--- src/rtl/instr_fetch.sv ---
// Instruction fetch unit: one bus read per fetch through an IDLE/REQ/DONE FSM.
// Optional single-entry reuse buffer enabled by defining FETCH_REUSE_EN.
module instr_fetch #(
    parameter logic [31:0] RESET_INSTR = 32'h0000_0013
) (
    input  logic        clk,
    input  logic        nRST,
    input  logic [31:0] pc_addr,
    input  logic        fetch_en,
    input  logic        inval,
    output logic        mem_req,
    output logic [31:0] mem_addr,
    input  logic        mem_ack,
    input  logic [31:0] mem_rdata,
    output logic [31:0] instr,
    output logic        iready,
    output logic        fetch_err
);

    typedef enum logic [1:0] {
        IDLE = 2'd0,
        REQ  = 2'd1,
        DONE = 2'd2
    } state_t;

    state_t      state_reg;
    state_t      state_next;
    logic [31:0] mem_addr_reg;
    logic [31:0] mem_addr_next;
    logic [31:0] instr_reg;
    logic [31:0] instr_next;
    logic        aligned;
    logic        capture;
    logic        reuse_hit;

    assign aligned = (pc_addr[1:0] == 2'b00);
    assign capture = (state_reg == REQ) && mem_ack;

`ifdef FETCH_REUSE_EN
    logic [31:0] last_addr_reg;
    logic [31:0] last_addr_next;
    logic        last_valid_reg;
    logic        last_valid_next;

    assign reuse_hit = last_valid_reg && (pc_addr == last_addr_reg);

    // Invalidation wins over a capture in the same cycle.
    always_comb begin
        last_addr_next  = last_addr_reg;
        last_valid_next = last_valid_reg;
        if (capture) begin
            last_addr_next  = mem_addr_reg;
            last_valid_next = 1'b1;
        end
        if (inval) begin
            last_valid_next = 1'b0;
        end
    end

    always_ff @(posedge clk or negedge nRST) begin
        if (!nRST) begin
            last_addr_reg  <= 32'h0;
            last_valid_reg <= 1'b0;
        end else begin
            last_addr_reg  <= last_addr_next;
            last_valid_reg <= last_valid_next;
        end
    end
`else
    logic unused_inval;

    assign unused_inval = inval;
    assign reuse_hit    = 1'b0;
`endif

    always_comb begin
        state_next    = state_reg;
        mem_addr_next = mem_addr_reg;
        instr_next    = instr_reg;
        case (state_reg)
            IDLE: begin
                if (fetch_en && aligned) begin
                    if (reuse_hit) begin
                        state_next = DONE;
                    end else begin
                        mem_addr_next = pc_addr;
                        state_next    = REQ;
                    end
                end
            end
            // The request is never abandoned; fetch_en is not looked at here.
            REQ: begin
                if (mem_ack) begin
                    instr_next = mem_rdata;
                    state_next = DONE;
                end
            end
            DONE: begin
                state_next = IDLE;
            end
            default: begin
                state_next = IDLE;
            end
        endcase
    end

    always_ff @(posedge clk or negedge nRST) begin
        if (!nRST) begin
            state_reg    <= IDLE;
            mem_addr_reg <= 32'h0;
            instr_reg    <= RESET_INSTR;
        end else begin
            state_reg    <= state_next;
            mem_addr_reg <= mem_addr_next;
            instr_reg    <= instr_next;
        end
    end

    // Both strobes decode from the state register, so they are mutually exclusive.
    assign mem_req   = (state_reg == REQ);
    assign iready    = (state_reg == DONE);
    assign mem_addr  = mem_addr_reg;
    assign instr     = instr_reg;
    assign fetch_err = (state_reg == IDLE) && fetch_en && !aligned;

endmodule

--- config.mk ---
export PLATFORM = sky130hd
export DESIGN_NAME = instr_fetch
export DESIGN_NICKNAME = d
export VERILOG_FILES = /design/src/rtl/instr_fetch.sv
export SDC_FILE = /design/constraint.sdc
export NUM_CORES = 1
export LEC_CHECK = 0
export ABC_AREA = 1
export BUFFER_PORTS_ARGS = -buffer_cell sky130_fd_sc_hd__buf_2
export CORE_MARGIN = 4
export CORE_UTILIZATION = 48
export CTS_CLUSTER_DIAMETER = 50
export DETAILED_ROUTE_END_ITERATION = 8
export HOLD_SLACK_MARGIN = 0.03
export PLACE_DENSITY_LB_ADDON = 0.08
export SETUP_SLACK_MARGIN = 0.1
export SYNTH_ARGS = -nofsm -noshare
export SYNTH_HDL_FRONTEND = slang
export SYNTH_SLANG_ARGS = --single-unit
--- constraint.sdc ---
create_clock -name clk -period 2.54 [get_ports clk]
set_input_delay 0 -clock clk [delete_from_list [all_inputs] [get_ports clk]]
set_output_delay 0 -clock clk [all_outputs]
set_load 0.02 [all_outputs]
== Yosys cells after proc, flatten, opt, wreduce, memory -nomap -nowiden ==
Cells that the tools add are included.

* $lt $le $gt $ge: 0
* Reductions and logical operators: 9
* Multipliers: 0
* Div/mod/pow operators: 0
* Eq/ne operators: 4
* Bitwise gates (word level): 0
* Shift operators: 0
* Add/sub/neg operators: 0
* Muxes and demuxes: 3

{| class="wikitable"
|+ Operators with widths
! kind !! number
|-
| 2-bit AND reduction || 3
|-
| 2-bit logical NOT || 2
|-
| 2-bit two-way mux || 2
|-
| 2-bit case mux with 2 select lines || 1
|-
| 1-bit logical AND || 3
|-
| 2-bit by 1-bit == test with 1-bit output (second input constant) || 1
|-
| 2-bit == test (second input constant) || 1
|-
| 2-bit by 1-bit inequality test with 1-bit output (second input constant) || 1
|-
| 2-bit inequality test (second input constant) || 1
|-
| 1-bit logical NOT || 1
|}

* Flip-flop bits (word level): 66
* Bits in read-only memories: 0
* Memories: 0
* Output and inout port bits: 67
* Input port bits: 69
* Word-level logic and storage cells: 19
* Latch bits: 0
* RAM bits: 0

== Depth between registers and ports, before layout ==
* Word-level depth: 4
* Gate-level depth with buffers: 6
* Mapped depth without buffers: 5

== Worst setup path after synthesis ==
Ideal clock, no wire load.

* Path type: reg-to-output
* From: register state_reg[0]
* To: output fetch_err
* Stages on the path, launching flop included: 5
* Buffers on the path: 1
* Path slack: 1.433 ns
* Data arrival time: 1.107 ns
* Data required time: 2.540 ns
* Cell sequence: dfrtp_1 nor2_2 buf_2 nand2_1 nor2_1

* Word-level cells in the longest chain between the ends: 3

{| class="wikitable"
|+ RTL lines
! what !! RTL line !! text
|-
| from (decl) || 26 || <nowiki>state_t state_reg;</nowiki>
|-
| from (signal assigned) || 113 || <nowiki>state_reg <= state_next;</nowiki>
|-
| 2-bit logical NOT || 124 || <nowiki>assign fetch_err = (state_reg == IDLE) && fetch_en && !aligned;</nowiki>
|-
| 1-bit logical AND (2 in a row) || 124 ||
|-
| to (decl) || 17 || <nowiki>output logic fetch_err</nowiki>
|}

No other way between the ends.

== Worst setup path after layout ==
Ends and elaborated chain as after synthesis.

==> reports/summary.txt <==
Outcome: finished clean
Antenna violations before repair: 0
Worst-case hold path end point: mem_addr[17]$_DFFE_PN0P_
Pwr dens: 819.9 mW/mm²
Synth async-reset ratio: 100.0%
Final min period: 1.555 ns
R2r worst-path depth: 4
R2r setup slk: 0.99 ns
Clock latency on the worst-skew pair: 0.32 ns
Clock Skews: 0.008196 ns
Period utilization: 61.22%
Max cap viols: 0
Leading area contributor after synthesis: dfrtp_1
Worst slew pin tran: 0.7950 ns
F_max: 643.1 MHz
Hold slack: 0.2148 ns
RSZ-0062 raised after global routing: no
Worst EP required: 2.54 ns
CTS resizes: 0
R2R Path Start: state_reg[0]$_DFFE_PN0P_
IO Port Bufs: 134
Capturing point of the worst reg2reg path: mem_addr[7]$_DFFE_PN0P_
Hold Vio Cnt, Final: 0
Row count: 26
Vias in the first global route: 2618
Number of enable flip-flop cells after synthesis: 0
Synthesized net count: 355
Simple-Gate Fraction of Synth Area: 31.78%
Post-synthesis compound-gate area fraction: 0.1926%
M1 wire length: 3237 µm
Min-delay src: pc_addr[0]
FF+latch count, synth: 66
Peak supply drop: 0.5491 mV
Top cells by area, synth: dfrtp_1, nand2_1, nand4_1
Mean Syn Cell Area: 9.087 µm²
Root buf cell: clkbuf_8
Vias: 2650
CP arrival: 1.55 ns
Leakage power: 2.357 nW
Sequential cell area: 0.001655 mm²
Most common cell in the netlist: nand2_1
Final setup vio count: 0
Fraction of the mapped netlist area in adder cells: 0%
CTS Hold Bufs: 64
Met3 Routed Length: 568 µm
Initial Util: 50.24%
Worst Hold Class: in -> reg
Post-CTS Setup Repair Bufs: 0
Cell variety after synth: 13
Hpwl dp: 4557 µm
Number of fill cells: 355
Maximum clock path buffer count: 2
Post-route ant nets: 0
CP Class: reg -> out
DR WL/cell: 14.11 µm
Nets: 551
Vias/cell: 4.758
Commonest cells in the netlist: nand2_1, dfrtp_1, nand4_1, buf_2
Startpoint Class: register
CTS tree: built
Die width: 81.58 µm
Die area: 0.006655 mm²
Max Slew Vio Count: 0
Post-Synth XOR/XNOR Area: 0%
Seq/Total Area, Yosys: 63.70%
Total global-route track usage: 24.44%
Placer congestion estimate: 0.7580
Ys Warns: 0
H-Tree Depth: 3
DRT Wirelength: 7862 µm
Global-route wire length before repair: 12290 µm
Footprint of the multi-input gates: 833.3 µm²
Worst setup EP type: output port
DR top layer: met4
Clock transition at path regs: 0.07 ns
Fraction of final layout cells sized beyond drive strength 1: 33.47%
Worst Path Max Fanout: 31
Remaining DRCs: 0
Setup TNS: 0 ns
CORE AREA: 0.005172 mm²
Grt ovf: 0
Synthesized instance count: 286
Drt first pass iters: 4
Mapped Area: 0.002599 mm²
Area share of the leading cell type in the synthesized netlist: 60.66%
Num Clock Sinks: 66
CTS Buf Count: 9
Hold depth: 5
ANT cells: 0
Largest net degree at the start of global routing: 35
Slew margin rel.: 47.00%
Synthesis-to-finish area growth: 59.27%
Met2 WL: 3962 µm
Main combinational cell family by area after synthesis: simple AND/OR/NAND/NOR gates
Iteration-0 DRC Markers: 182
Post-synthesis mux area share: 0%
Die H: 81.58 µm
Io pins: 136
Most used DFF post-synth: dfrtp_1
-- metal layers --
layer	global-route usage, %	vias up
li1	-	1300
met1	30.23	1237
met2	41.37	104
met3	6.908	9
met4	7.973	0
met5	0	-
-- worst max-delay path: stages, from the launching register on --
cell     delay (ns)
dfrtp_1        0.42
nor2_2         0.14
buf_4          0.34
nand2_1        0.08
nor2_1         0.08
buf_2          0.17
-- worst max path at each step --
| stage | from | endpoint | slack, ns | cells past startpoint |
|---|---|---|---|---|
| after floorplan | state_reg[0]$_DFFE_PN0P_ | fetch_err | 1.43 | 4 |
| after global placement | state_reg[0]$_DFFE_PN0P_ | mem_addr[0]$_DFFE_PN0P_ | 0.98 | 4 |
| after detailed placement | state_reg[0]$_DFFE_PN0P_ | mem_addr[0]$_DFFE_PN0P_ | 1.03 | 4 |
| after CTS | state_reg[0]$_DFFE_PN0P_ | fetch_err | 0.97 | 5 |
| after global routing | state_reg[0]$_DFFE_PN0P_ | fetch_err | 0.86 | 5 |
| final | state_reg[0]$_DFFE_PN0P_ | fetch_err | 0.99 | 5 |
-- kinds of logic (layout without fill, tap and decap cells) --
logic type	after synthesis	count (layout)
AND/OR/NAND/NOR	196	196
flip-flops	66	66
buffers and inverters	23	224
AO/OA/AOI/OAI	1	1
-- stage by stage --
step	util, %	total power, W	setup slack (ns)	instances	instance area [µm²]
after floorplan	-	0.002095	1.433	286	2599
after global placement	64.10	0.002495	0.9797	477	3316
after detailed placement	64.10	0.002519	1.032	477	3316
after CTS	80.02	0.003406	0.9729	557	4139
after global routing	80.02	0.003594	0.8601	557	4139
final	80.02	0.003393	0.9851	557	4139
-- layout by cell type (no fill, tap or decap) --
master,instances
buf_12,1
nand4_1,30
dlygate4sd3_1,64
o21ai_1,1
nor2_2,2
clkinv_2,2
dfrtp_1,63
clkbuf_8,12
nor2_1,2
nand2_1,160
inv_1,2
inv_2,3
clkbuf_1,2
buf_4,4
nand3_2,2
buf_2,134
dfstp_2,3
-- cell type report --
cell class	instances	area share, %
clock inverters	2	0.2418
flip-flops and latches	66	39.99
repair buffers	203	32.89
clock buffers	14	4.172
inverters	5	0.4534
multi-input cells	197	20.13
well taps	70	2.116
-- power breakdown --
part / leakage [nW] / total [W] / switching (W) / internal, W
logic: 1.44 / 0.00112 / 0.000713 / 0.000408
clock network: 0.0965 / 0.000800 / 0.000367 / 0.000433
registers: 0.824 / 0.00147 / 0.000143 / 0.00133
Note: power is estimated with default switching activity, not from simulation.
